### src/rtl/stream_fifo.sv
// stream_fifo: single-clock first-word-fall-through FIFO with valid/ready
// handshakes on both sides, occupancy count, full/empty flags and flush.
//
// Ports:
//   clk     - rising-edge clock for all state
//   rst     - synchronous active-high reset; clears pointers and count
//   flush   - synchronous clear of contents; lower priority than rst
//   s_valid - upstream word present
//   s_ready - FIFO can accept a word (equals !full)
//   s_data  - upstream payload
//   m_valid - head word present (equals !empty)
//   m_ready - downstream accepts the head word
//   m_data  - head payload, valid whenever m_valid=1
//   count   - current occupancy, 0..DEPTH
//   full    - count == DEPTH
//   empty   - count == 0

module stream_fifo #(
   parameter int DATA_WIDTH = 8,
   parameter int DEPTH      = 16
) (
   input  logic                    clk,
   input  logic                    rst,
   input  logic                    flush,
   input  logic                    s_valid,
   output logic                    s_ready,
   input  logic [DATA_WIDTH-1:0]   s_data,
   output logic                    m_valid,
   input  logic                    m_ready,
   output logic [DATA_WIDTH-1:0]   m_data,
   output logic [$clog2(DEPTH):0]  count,
   output logic                    full,
   output logic                    empty
);

   localparam int AW = $clog2(DEPTH);
   localparam int CW = AW + 1;

   logic [DATA_WIDTH-1:0] mem [DEPTH];

   logic [AW-1:0] wr_ptr;
   logic [AW-1:0] rd_ptr;
   logic [CW-1:0] cnt_q;

   logic push;
   logic pop;
   logic wr_en;

   // Flags come straight from the count register, so s_ready has no
   // combinational dependence on m_ready: a full FIFO refuses a push
   // even when the head is being popped in the same cycle.
   assign full    = (cnt_q == CW'(DEPTH));
   assign empty   = (cnt_q == '0);
   assign s_ready = ~full;
   assign m_valid = ~empty;
   assign count   = cnt_q;

   assign push = s_valid & ~full;
   assign pop  = m_ready & ~empty;

   // Head word is read directly from storage (fall-through).
   assign m_data = mem[rd_ptr];

   // Storage is not reset; pointers alone define what is valid.
   assign wr_en = push & ~flush & ~rst;

   always_ff @(posedge clk) begin
      if (wr_en) begin
         mem[wr_ptr] <= s_data;
      end
   end

   // Pointers are AW-bit counters; DEPTH is a power of two so the
   // natural rollover wraps DEPTH-1 -> 0 with no gap.
   always_ff @(posedge clk) begin
      if (rst) begin
         wr_ptr <= '0;
         rd_ptr <= '0;
         cnt_q  <= '0;
      end else if (flush) begin
         wr_ptr <= '0;
         rd_ptr <= '0;
         cnt_q  <= '0;
      end else begin
         if (push) begin
            wr_ptr <= wr_ptr + AW'(1);
         end
         if (pop) begin
            rd_ptr <= rd_ptr + AW'(1);
         end
         case ({push, pop})
            2'b10:   cnt_q <= cnt_q + CW'(1);
            2'b01:   cnt_q <= cnt_q - CW'(1);
            default: cnt_q <= cnt_q;
         endcase
      end
   end

endmodule

### config.mk
export PLATFORM = sky130hd
export DESIGN_NAME = stream_fifo
export DESIGN_NICKNAME = d
export VERILOG_FILES = /design/src/rtl/stream_fifo.sv
export SDC_FILE = /design/constraint.sdc
export NUM_CORES = 1
export LEC_CHECK = 0
export ABC_AREA = 1
export ABC_CLOCK_PERIOD_IN_PS = 2810
export CORE_MARGIN = 2
export CORE_UTILIZATION = 28
export DETAILED_ROUTE_END_ITERATION = 8
export GPL_TIMING_DRIVEN = 0
export MAX_ROUTING_LAYER = met4
export PLACE_DENSITY_LB_ADDON = 0.05
export SLEW_MARGIN = 10
export SYNTH_ARGS = -nofsm -noshare
export SYNTH_HDL_FRONTEND = slang
export SYNTH_SLANG_ARGS = --single-unit
### constraint.sdc
create_clock -name clk -period 2.81 [get_ports clk]
set_clock_uncertainty 0.05 [all_clocks]
set_input_delay 0.562 -clock clk [delete_from_list [all_inputs] [get_ports clk]]
set_output_delay 0.562 -clock clk [all_outputs]
set_load 0.01 [all_outputs]
# ---- After elaboration in Yosys (flattened, before gate mapping)
# Memory sizes are Yosys's and may differ from the RTL's. A register that Yosys moved wholly into a read port is not among the register bits.
# Index checks and enable logic that the tools add are counted.
dict set report totals {
  ff_bits 13
  ramBits 128
  memories 1
  output_inout_bits 17
  in_bits 13
}
dict set report op_classes {
  n_reduce_logical 3
  n_eq_ne 3
  addsub 4
  bitwise_logic 8
  mux 5
}
# memory words width read_ports rd_clocked_by_memory_dff wr line
set mem_list {}
lappend mem_list {mem 16 8 1 1 1 39} ;# logic [DATA_WIDTH-1:0] mem [DEPTH];
# op count
set ops {}
lappend ops {{5-bit case mux with 2 select lines} 1}
lappend ops {{4-bit by 1-bit adder with 4-bit output, second input constant} 2}
lappend ops {{4-bit two-way mux} 2}
lappend ops {{5-bit by 1-bit adder with 5-bit output, second input constant} 1}
lappend ops {{5-bit equality test, second input constant} 1}
lappend ops {{5-bit logical NOT} 1}
lappend ops {{5-bit by 1-bit subtractor with 5-bit output, second input constant} 1}
lappend ops {{1-bit AND} 4}
lappend ops {{1-bit NOT} 4}
lappend ops {{2-bit by 1-bit equality test with 1-bit output, second input constant} 1}
lappend ops {{2-bit equality test, second input constant} 1}
lappend ops {{1-bit two-way mux} 2}
lappend ops {{2-bit nonzero test} 1}
lappend ops {{2-bit OR reduction} 1}

# ---- Logic depth before layout (Yosys ltp)
dict set report logic_depth {
  word_depth 7
  ltp_mapped 15
  depth_no_buf 15
}

# ---- Worst setup path after synthesis
# Ideal clock, no wire load.
dict set report synth_path {
  path_kind {flip-flop to flip-flop}
  from {reg cnt_q[4], in the netlist count[4]}
  to {reg cnt_q[4], in the netlist count[4]}
  t_arrival_ps 1884
  synth_period_minus_slack_ps 2042
  stages_incl_launch_ff 16
  n_path_buf 0
  slack_ps 768
  path_cell_list {dfxtp_1 > inv_1 > nand3_4 > nand2_2 > inv_2 > ha_1 > inv_1 > fa_1 > inv_1 > nand2_1 > nand2_1 > nand2_1 > nand2_1 > nand3_1 > nand2_1 > inv_1}
}
dict set report synth_via {
  elab_chain_cells 5
}
# item line
set synth_rtl {}
lappend synth_rtl {{start: declaration} 43} ;# logic [CW-1:0] cnt_q;
lappend synth_rtl {{start signal: assignment} 92} ;# 2'b10: cnt_q <= cnt_q + CW'(1);
lappend synth_rtl {{start signal: assignment} 93} ;# 2'b01: cnt_q <= cnt_q - CW'(1);
lappend synth_rtl {{start signal: assignment} 94} ;# default: cnt_q <= cnt_q;
lappend synth_rtl {{5-bit logical NOT (*)} 53} ;# assign empty = (cnt_q == '0);
lappend synth_rtl {{1-bit NOT (*)} -}
lappend synth_rtl {{via m_valid} 28} ;# output logic m_valid,
lappend synth_rtl {{1-bit AND (*)} 59} ;# assign pop = m_ready & ~empty;
lappend synth_rtl {{via pop} 46} ;# logic pop;
lappend synth_rtl {{2-bit by 1-bit equality test with 1-bit output or 2-bit equality test (tied branches)} 91} ;# case ({push, pop})
lappend synth_rtl {{5-bit case mux with 2 select lines or 2-bit nonzero test (tied branches)} -}
# The timed path passes the listed nets; every way through them passes the cells marked *.
# A chain may end at the register's enable or synchronous reset.

==> flow_summary.json <==
{
  "outcome": "completed",
  "crit_top_cell": "nand3_1",
  "place_congestion": 0.8337,
  "diodes": 0,
  "critical_path.max_fanout": 10,
  "drtPass1Iterations": 7,
  "area_delta_synth_final_pct": 22.03,
  "num_rows": 55,
  "n_fill_cell": 2306,
  "synthArstFlopShare_pct": 0,
  "cts_root_buf": "clkbuf_16",
  "hp-class": "reg -> reg",
  "cts_tree": "yes",
  "start_kind": "flop",
  "synth-simple-area-share_pct": 23.04,
  "start_util_pct": 28.63,
  "portBuffers": 29,
  "dp_hpwl_mm": 12.43,
  "nNetsFinal": 738,
  "p_leak_nw": 3.355,
  "wl_mm": 18.18,
  "p_comb_share_pct": 12.1,
  "grt_pass1_wl_mm": 27.22,
  "path_clk_slew_ns": 0.06,
  "synth_area_sq_um": 6521,
  "vias_per_cell": 4.326,
  "slew_headroom_pct": 40.26,
  "required_ns": 2.20,
  "worst_ir_drop_vdd_mv": 0.3367,
  "setup-violations-final": 0,
  "dieArea_sq_um": 24530,
  "synth_flop_cell": "edfxtp_1",
  "synth-edff-count": 128,
  "met3_usage_pct": 3.240,
  "detail_route.iter0.violations": 299,
  "synth_fa_ha_area_share_pct": 2.034,
  "final_cell_count_no_fill": 1041,
  "core_sq_um": 22780,
  "dp.cells": 1006,
  "p_per_area_nw_per_um2": 687.9,
  "grt_pass1_vias": 4366,
  "p_seq_share_pct": 43.7,
  "yosysSeqAreaShare_pct": 64.16,
  "setup_tns_ns": 0,
  "final.min_clock_period_ns": 2.625,
  "drcViolationCount": 0,
  "wl_per_cell_microns": 17.47,
  "placed_area_sq_um": 7203,
  "crit_type": "reg -> out",
  "layout_commonest_cell": "nand2_1",
  "cts.sinks": 145,
  "switchingPower_w": 0.001298,
  "max_freq_ghz": 0.3810,
  "overflow": 0,
  "synth_compound_area_share_pct": 0.9210,
  "synth_top_area_cell": "edfxtp_1",
  "die_x_microns": 156.6,
  "drv_cap": 0,
  "switching_share_pct": 23.71,
  "rsz0062_at_grt": "false",
  "grt_antenna_before_repair": 0,
  "dieHeight_microns": 156.6,
  "io_pins": 30,
  "clock_power_share_pct": 44.2,
  "arrival_ns": 2.01,
  "crit_slowest_cell": "dfxtp_2",
  "synthCells": 664,
  "path_cells": "buf_8, buf_4, nand2_1, nand3_1, nand3_1, nand3_1, nand2_1, dlygate4sd2_1",
  "synth.avg_cell_area_sq_um": 9.821,
  "cts_buffers": 17,
  "hold_violations": 0,
  "slew_viol_final": 0,
  "synth_cell_types": 25,
  "fin_crit_sh_pct": 93.40,
  "synth_top_family_by_area": "simple AND/OR/NAND/NOR gates",
  "drive_gt1_share_pct": 10.44,
  "busiest_layer": "met2",
  "cpPeakStageDelay_ns": 0.36,
  "cts-htree-levels": 4,
  "grt_max_degree": 17,
  "ys_warn_count": 0,
  "clock_latency_ns": 0.42,
  "fin_area_sq_um": 7958,
  "track_usage_pct": 16.14,
  "p_int_w": 0.004176,
  "syn_nets": 687,
  "grt_use_met1_pct": 21.61,
  "synth-xor-area-share_pct": 0.4029,
  "layout_common_cells": "nand2_1 (188), edfxtp_1 (128), inv_1 (118)",
  "use_met2_pct": 24.80,
  "yosys.area.top_type_share_pct": 58.94,
  "cp-end-kind": "output pin",
  "synth-seq-cells": 145,
  "postCtsHoldBufs": 0,
  "synth.area.mux_share_pct": 0,
  "power_w": 0.005474,
  "synthTopCellsByArea": "edfxtp_1 (59%), nand2_1 (11%), nand3_1 (8.4%)",
  "postRouteAntennaNets": 0,
  "tightest_slew_ns": 0.8934,
  "vias": 4503,
  "clockBufferDepth": 2
}
path summary, 6_finish.rpt:
kind	slack, ns	endpoint	cells past startpoint	start
worst min register to register	0.46	flop	2	rd_ptr[2]$_SDFFE_PP0P_
worst max-delay path	0.19	m_data[1]	8	flop
worst max register to register	0.59	count[4]$_SDFFE_PP0P_	14	count[0]$_SDFFE_PP0P_
worst min-delay path	0.46	flop	2	rd_ptr[2]$_SDFFE_PP0P_
layer usage:
metal,vias up,share of wire (%)
met4,0,1.3
met5,-,0
met1,2155,49
met3,20,4.1
met2,99,46
li1,2229,-
power groups by stage:
stage / clock, W / combinational [W] / sequential [W]
floorplan: 0 / 0.000361 / 0.00244
global route: 0.00257 / 0.000738 / 0.00240
global placement: 0 / 0.000651 / 0.00244
finish: 0.00242 / 0.000662 / 0.00239
detailed placement: 0 / 0.000652 / 0.00244
CTS: 0.00248 / 0.000668 / 0.00239
sequential cells by signal (all words and copies together), names as in the netlist, named ones only:
| name | count |
|---|---|
| mem | 128 |
| count | 5 |
| rd_ptr | 4 |
| wr_ptr | 4 |
worst max-delay path, delay by kind of cell, from the launching register on:
family | cells | cell delay (ns)
buffers and inverters | 3 | 0.67
flip-flops | 1 | 0.36
AND/OR/NAND/NOR | 5 | 0.55
final cells by class:
cell class | count | area [sq um] | area share (%)
buffer | 24 | 225.2 | 2.830
clock buffer | 23 | 478.0 | 6.006
clock inverter | 9 | 153.9 | 1.934
inverter | 123 | 473.0 | 5.943
multi-input combinational | 371 | 1729 | 21.73
sequential | 145 | 4185 | 52.59
tap | 313 | 391.6 | 4.921
timing repair buffer | 33 | 321.6 | 4.041
repair_timing:
action	4_1_cts	5_1_grt
buffers inserted	2	2
endpoints found under the setup margin	8	3
resized for setup	30	10
kinds of logic (layout without fill, tap and decap cells):
| group | after synthesis | in the layout |
|---|---|---|
| AO/OA/AOI/OAI | 12 | 12 |
| XOR/XNOR | 3 | 3 |
| adder cells (fa/ha/maj) | 10 | 10 |
| buffers and inverters | 148 | 212 |
| flip-flops | 145 | 145 |
| AND/OR/NAND/NOR | 346 | 346 |
metrics by stage:
stage | hold slack, ns | util [%] | setup WS (ns)
3_3_place_gp | 0.4472 | 31.62 | -0.1547
2_1_floorplan | 0.4278 | - | 0.7677
5_1_grt | 0.5172 | 34.94 | 0.08039
4_1_cts | 0.4665 | 34.72 | -0.04842
6_report | 0.4624 | 34.94 | 0.1854
3_5_place_dp | 0.4566 | 31.62 | -0.2005
synth_stat cells (4+ instances only):
cell / instances
a21oi_1: 6
buf_2: 16
buf_4: 4
dfxtp_1: 17
edfxtp_1: 128
ha_1: 9
inv_1: 119
nand2_1: 189
nand2_2: 5
nand3_1: 109
nor2_1: 36
o21ai_0: 6
Power figures use the tool's default switching activity.
